[src/rtl/db_arb_pkg.sv]
`default_nettype none
// ============================================================================
// Module      : db_arb_pkg
// Description : Shared defaults and port-ID type for the database arbiter.
// Revision    : 1.0 - initial release
// ============================================================================
package db_arb_pkg;

    localparam int c_KEY_SIZE = 96;
    localparam int c_FLAG_W   = 4;
    localparam int c_DEPTH    = 8;

    typedef enum logic {
        P0 = 1'b0,
        P1 = 1'b1
    } port_id_t;

endpackage
`default_nettype wire

[src/rtl/db_arb_tagfifo.sv]
`default_nettype none
// ============================================================================
// Module      : db_arb_tagfifo
// Description : 1-bit in-order tag FIFO remembering which port owns each lookup.
// Revision    : 1.0 - initial release
// ============================================================================
module db_arb_tagfifo
    import db_arb_pkg::*;
#(
    parameter int DEPTH = c_DEPTH
) (
    input  logic                     clk,
    input  logic                     rst_n,
    input  logic                     i_push,
    input  logic                     i_din,
    input  logic                     i_pop,
    output logic                     o_dout,
    output logic                     o_full,
    output logic                     o_empty,
    output logic [$clog2(DEPTH):0]   o_count
);

    localparam int                c_AW        = $clog2(DEPTH);
    localparam logic [c_AW:0]     c_DEPTH_CNT = (c_AW+1)'(DEPTH);

    logic [DEPTH-1:0] r_mem;
    logic [c_AW-1:0]  r_wr_ptr;
    logic [c_AW-1:0]  r_rd_ptr;
    logic [c_AW:0]    r_count;
    logic             w_do_push;
    logic             w_do_pop;

    assign o_full    = (r_count == c_DEPTH_CNT);
    assign o_empty   = (r_count == '0);
    assign o_count   = r_count;
    assign o_dout    = r_mem[r_rd_ptr];
    assign w_do_push = i_push && !o_full;
    assign w_do_pop  = i_pop && !o_empty;

    // Pointers are exactly c_AW bits wide, so they wrap modulo DEPTH for free.
    always_ff @(posedge clk) begin
        if (!rst_n) begin
            r_mem    <= '0;
            r_wr_ptr <= '0;
            r_rd_ptr <= '0;
            r_count  <= '0;
        end else begin
            if (w_do_push) begin
                r_mem[r_wr_ptr] <= i_din;
                r_wr_ptr        <= r_wr_ptr + 1'b1;
            end
            if (w_do_pop) begin
                r_rd_ptr <= r_rd_ptr + 1'b1;
            end
            case ({w_do_push, w_do_pop})
                2'b10:   r_count <= r_count + 1'b1;
                2'b01:   r_count <= r_count - 1'b1;
                default: r_count <= r_count;
            endcase
        end
    end

endmodule
`default_nettype wire

[src/rtl/db_arb.sv]
`default_nettype none
// ============================================================================
// Module      : db_arb
// Description : Two-port round-robin arbiter in front of an in-order database.
// Revision    : 1.0 - initial release
// ============================================================================
module db_arb
    import db_arb_pkg::*;
#(
    parameter int KEY_SIZE = c_KEY_SIZE,
    parameter int FLAG_W   = c_FLAG_W,
    parameter int DEPTH    = c_DEPTH
) (
    input  logic                    clk,
    input  logic                    rst_n,
    input  logic [KEY_SIZE-1:0]     p0_key,
    input  logic [FLAG_W-1:0]       p0_flag,
    input  logic                    p0_valid,
    output logic                    p0_ready,
    input  logic [KEY_SIZE-1:0]     p1_key,
    input  logic [FLAG_W-1:0]       p1_flag,
    input  logic                    p1_valid,
    output logic                    p1_ready,
    output logic [KEY_SIZE-1:0]     in_key,
    output logic [FLAG_W-1:0]       in_flag,
    output logic                    in_valid,
    input  logic                    out_valid,
    input  logic [FLAG_W-1:0]       out_flag,
    output logic                    p0_resp_valid,
    output logic [FLAG_W-1:0]       p0_resp_flag,
    output logic                    p1_resp_valid,
    output logic [FLAG_W-1:0]       p1_resp_flag,
    output logic [$clog2(DEPTH):0]  outstanding,
    output logic                    orphan_err
);

    port_id_t r_last;
    logic     w_full;
    logic     w_empty;
    logic     w_head;
    logic     w_can_grant;
    logic     w_xfer;
    logic     w_pop;
    logic     w_orphan;

    // Grant is gated by the registered count, so a same-cycle pop never frees a slot early.
    assign w_can_grant = rst_n && !w_full;
    assign p0_ready    = w_can_grant && p0_valid && (!p1_valid || (r_last == P1));
    assign p1_ready    = w_can_grant && p1_valid && (!p0_valid || (r_last == P0));
    assign w_xfer      = p0_ready || p1_ready;
    assign w_pop       = out_valid && !w_empty;
    assign w_orphan    = out_valid && w_empty;

    db_arb_tagfifo #(
        .DEPTH (DEPTH)
    ) u_tagfifo (
        .clk     (clk),
        .rst_n   (rst_n),
        .i_push  (w_xfer),
        .i_din   (p1_ready),
        .i_pop   (w_pop),
        .o_dout  (w_head),
        .o_full  (w_full),
        .o_empty (w_empty),
        .o_count (outstanding)
    );

    always_ff @(posedge clk) begin
        if (!rst_n) begin
            r_last        <= P1;
            in_valid      <= 1'b0;
            in_key        <= '0;
            in_flag       <= '0;
            p0_resp_valid <= 1'b0;
            p0_resp_flag  <= '0;
            p1_resp_valid <= 1'b0;
            p1_resp_flag  <= '0;
            orphan_err    <= 1'b0;
        end else begin
            in_valid <= w_xfer;
            if (p0_ready) begin
                in_key  <= p0_key;
                in_flag <= p0_flag;
                r_last  <= P0;
            end else if (p1_ready) begin
                in_key  <= p1_key;
                in_flag <= p1_flag;
                r_last  <= P1;
            end

            p0_resp_valid <= w_pop && (w_head == P0);
            p1_resp_valid <= w_pop && (w_head == P1);
            if (w_pop) begin
                if (w_head == P1) begin
                    p1_resp_flag <= out_flag;
                end else begin
                    p0_resp_flag <= out_flag;
                end
            end

            if (w_orphan) begin
                orphan_err <= 1'b1;
            end
        end
    end

endmodule
`default_nettype wire

[config.mk]
export PLATFORM = sky130hd
export DESIGN_NAME = db_arb
export DESIGN_NICKNAME = d
export VERILOG_FILES = /design/src/rtl/db_arb_pkg.sv /design/src/rtl/db_arb_tagfifo.sv /design/src/rtl/db_arb.sv
export SDC_FILE = /design/constraint.sdc
export NUM_CORES = 1
export LEC_CHECK = 0
export CAP_MARGIN = 20
export CORE_ASPECT_RATIO = 1.1
export CORE_MARGIN = 10
export CORE_UTILIZATION = 40
export DETAILED_ROUTE_END_ITERATION = 10
export PLACE_DENSITY_LB_ADDON = 0.08
export SLEW_MARGIN = 5
export SYNTH_ARGS = -nofsm -noshare
export SYNTH_HDL_FRONTEND = slang
export SYNTH_HIERARCHICAL = 1
export SYNTH_SLANG_ARGS = --single-unit
[constraint.sdc]
create_clock -name clk -period 3.4 [get_ports clk]
set_input_delay 0.51 -clock clk [delete_from_list [all_inputs] [get_ports clk]]
set_output_delay 0.51 -clock clk [all_outputs]
set_load 0.05 [all_outputs]
==> results by group <==
Global route
  • Tot GR Track Use: 21.5%
  • Largest net degree at the start of global routing: 203
  • First-pass GRT wire length: 45.4 mm
  • Vias in the first global route: 7597
  • Initial antenna violation count: 4
  • Met3 Track Usage GR: 7.40%
  • Total grt overflow: 0
  • GR Layer Usage met2: 34.0%
  • Met1 usage: 26.4%
  • Busiest layer in global routing: met2

Drt
  • 1st-iter DRT viols: 424
  • DRC: 0
  • Routed vias/inst: 5.87
  • Initial DRT Pass Iterations: 5
  • Routed Wire Length: 29.4 mm
  • Vias after detailed routing: 7519
  • Final ANT Viol Nets: 0
  • DR WL/cell: 23.0 um

Final layout
  • Commonest cells after routing, fill and taps aside: clkdlybuf4s50_1 (323), dfxtp_1 (128), a21oi_1 (102), nor4b_2 (91), nor4_1 (75)
  • Multi-input logic area: 4610 um^2
  • Share of layout cells above drive strength 1: 20.2%
  • Number of nets in the layout: 1225
  • Most common cell after layout, fill and taps aside: clkdlybuf4s50_1
  • Filler Cell Count: 1783
  • Final non-filler cell total: 1281
  • Area growth syn-to-layout: 46.2%
  • Register area: 2630 um^2

Timing
  • Hold Slack: 0.486 ns
  • Final setup vio count: 0
  • Clk_skew: 0.0100 ns
  • Setup TNS: 0 ns
  • Hold Fails Final Rpt: 0
  • Max-slew violation count: 0
  • Minimum clock period: 3.05 ns
  • Achievable Freq: 328 MHz
  • RSZ-0062 raised after global routing: false
  • Crit share post-route: 89.7%
  • Tightest Pin Transition: 0.781 ns
  • Rel. slew slack: 47.9%

Die
  • # IOs: 327
  • Die X: 155 um
  • Row count: 54
  • Core ar.: 19800 um^2
  • DIE HEIGHT: 169 um
  • Starting Density: 40.7%
  • DIE AREA: 26200 um^2

Yosys
  • Cell Area, Synth: 8060 um^2
  • Synthesized Nets: 974
  • Yosys warning total: 6
  • Post-synth ARST share: 0%
  • Synthesized instance count: 759
  • Synth Flop Type: dfxtp_1
  • Avg Cell Area, Syn: 10.6 um^2
  • Synth cell types: 47
  • FF+latch count, synth: 131
  • EDFF count, synth: 0
  • Sequential share of the synthesized area: 32.5%

Job
  • Max Cap Viol: 0

Clocking
  • Sink Count: 131
  • CTS buffer count: 17
  • CTS H-tree depth: 4
  • Clk root buf: clkbuf_16
  • Hold_buf cts: 0
  • Clock-pin slew on the worst setup and hold paths: 0.06 ns
  • Clock latency reported for the late side of the worst-skew pair: 0.42 ns
  • Clock buffer depth: 2
  • CTS resizes: 0
  • Setup bufs post-CTS: 0
  • CTS tree: built

Power and ir drop
  • Leakage power: 3.73 nW
  • Peak VDD IR: 0.341 mV
  • Pwr dens: 451 nW/um^2

Placed design
  • Final HPWL DP: 19.3 mm
  • PortBufs: 326
  • Cells after DPL: 1243
  • Routability cong.: 0.762

Worst setup path
  • WS Path Type: reg -> out
  • CP required: 2.89 ns
  • CP Max Fanout: 52
  • WP data arrival: 2.54 ns
  • Crit. End Element: output pin
  • Setup crit start kind: flop

Status
  • Status: completed

Min path
  • Hold Path Class: reg -> reg
through the flow:
step,util [%],power (W),worst slack (ns),instance area [um^2]
after CTS,59.4,0.00537,0.303,11800
after detailed placement,56.3,0.00342,0.411,11200
after global placement,56.3,0.00342,0.445,11200
after global routing,59.5,0.00555,0.189,11800
after floorplan,-,0.00281,0.0178,8070
final,59.5,0.00532,0.351,11800
routing by layer:
| layer | vias to the layer above | share of wire, % |
|---|---|---|
| li1 | 3583 | - |
| met5 | - | 0 |
| met2 | 239 | 49 |
| met3 | 31 | 7.5 |
| met4 | 0 | 2.3 |
| met1 | 3666 | 41 |
Yosys cell counts (4+ instances only):
library cell | n | area (um^2)
dfxtp_1 | 131 | 2620
a21oi_1 | 102 | 510
nor4b_2 | 91 | 1370
nor4_1 | 75 | 469
a2111oi_0 | 49 | 429
clkbuf_1 | 42 | 158
a2111oi_1 | 40 | 400
buf_2 | 37 | 185
nor4_2 | 27 | 338
buf_6 | 22 | 248
mux2i_1 | 19 | 190
nor2_1 | 12 | 45.0
a2111oi_2 | 11 | 165
nor2b_1 | 11 | 68.8
and2_1 | 10 | 62.6
buf_12 | 10 | 200
nor4b_1 | 10 | 87.6
nand2_1 | 7 | 26.3
ha_1 | 5 | 62.6
inv_1 | 5 | 18.8
buf_4 | 4 | 30.0
xnor2_1 | 4 | 35.0
registers in the layout (all words and copies together) (netlist names):
register,flops
in_key,96
u_tagfifo/r_mem,8
in_flag,4
p0_resp_flag,4
p1_resp_flag,4
u_tagfifo/o_count,4
u_tagfifo/r_rd_ptr,3
u_tagfifo/r_wr_ptr,3
in_valid,1
orphan_err,1
p0_resp_valid,1
p1_resp_valid,1
r_last,1
final timing paths:
check                            start                    to  slack (ns)  cells after the start
setup / recovery  u_tagfifo/o_count[1]              p0_ready        0.35                      7
hold / removal              orphan_err            orphan_err        0.49                      2
setup reg to reg  u_tagfifo/o_count[1]  u_tagfifo/o_count[3]        0.36                     11
hold reg to reg             orphan_err            orphan_err        0.49                      2
critical path: stages, from the launching register on:
cell and delay, ns:
dfxtp_1 0.37, or4b_1 0.65, inv_8 0.14, and2b_4 0.19, buf_4 0.29, nand3_1 0.22
inv_1 0.09, buf_12 0.15
logic make-up after synthesis:
kind of cell / count (synthesis) / share of synthesized area (%)
adder cells (fa/ha/maj): 6 / 1.02
XOR/XNOR: 6 / 0.652
flip-flops: 131 / 32.5
buffers and inverters: 122 / 10.6
AND/OR/NAND/NOR: 263 / 32.8
AO/OA/AOI/OAI: 209 / 19.3
multiplexers: 22 / 3.06
power by group:
group	switching, W	internal [W]
clock	0.000754	0.00118
combinational	0.000947	0.000673
sequential	0.0000970	0.00167
total	0.00180	0.00352
cell type report:
type | instances | area share (%)
Antenna cell | 6 | 0.127
Clock buffer | 18 | 3.73
Clock inverter | 14 | 1.50
Inverter | 7 | 0.319
Multi-Input combinational cell | 506 | 39.1
Sequential cell | 131 | 22.3
Tap cell | 252 | 2.68
Timing Repair Buffer | 347 | 30.2
(Power assumes the default switching activity.)
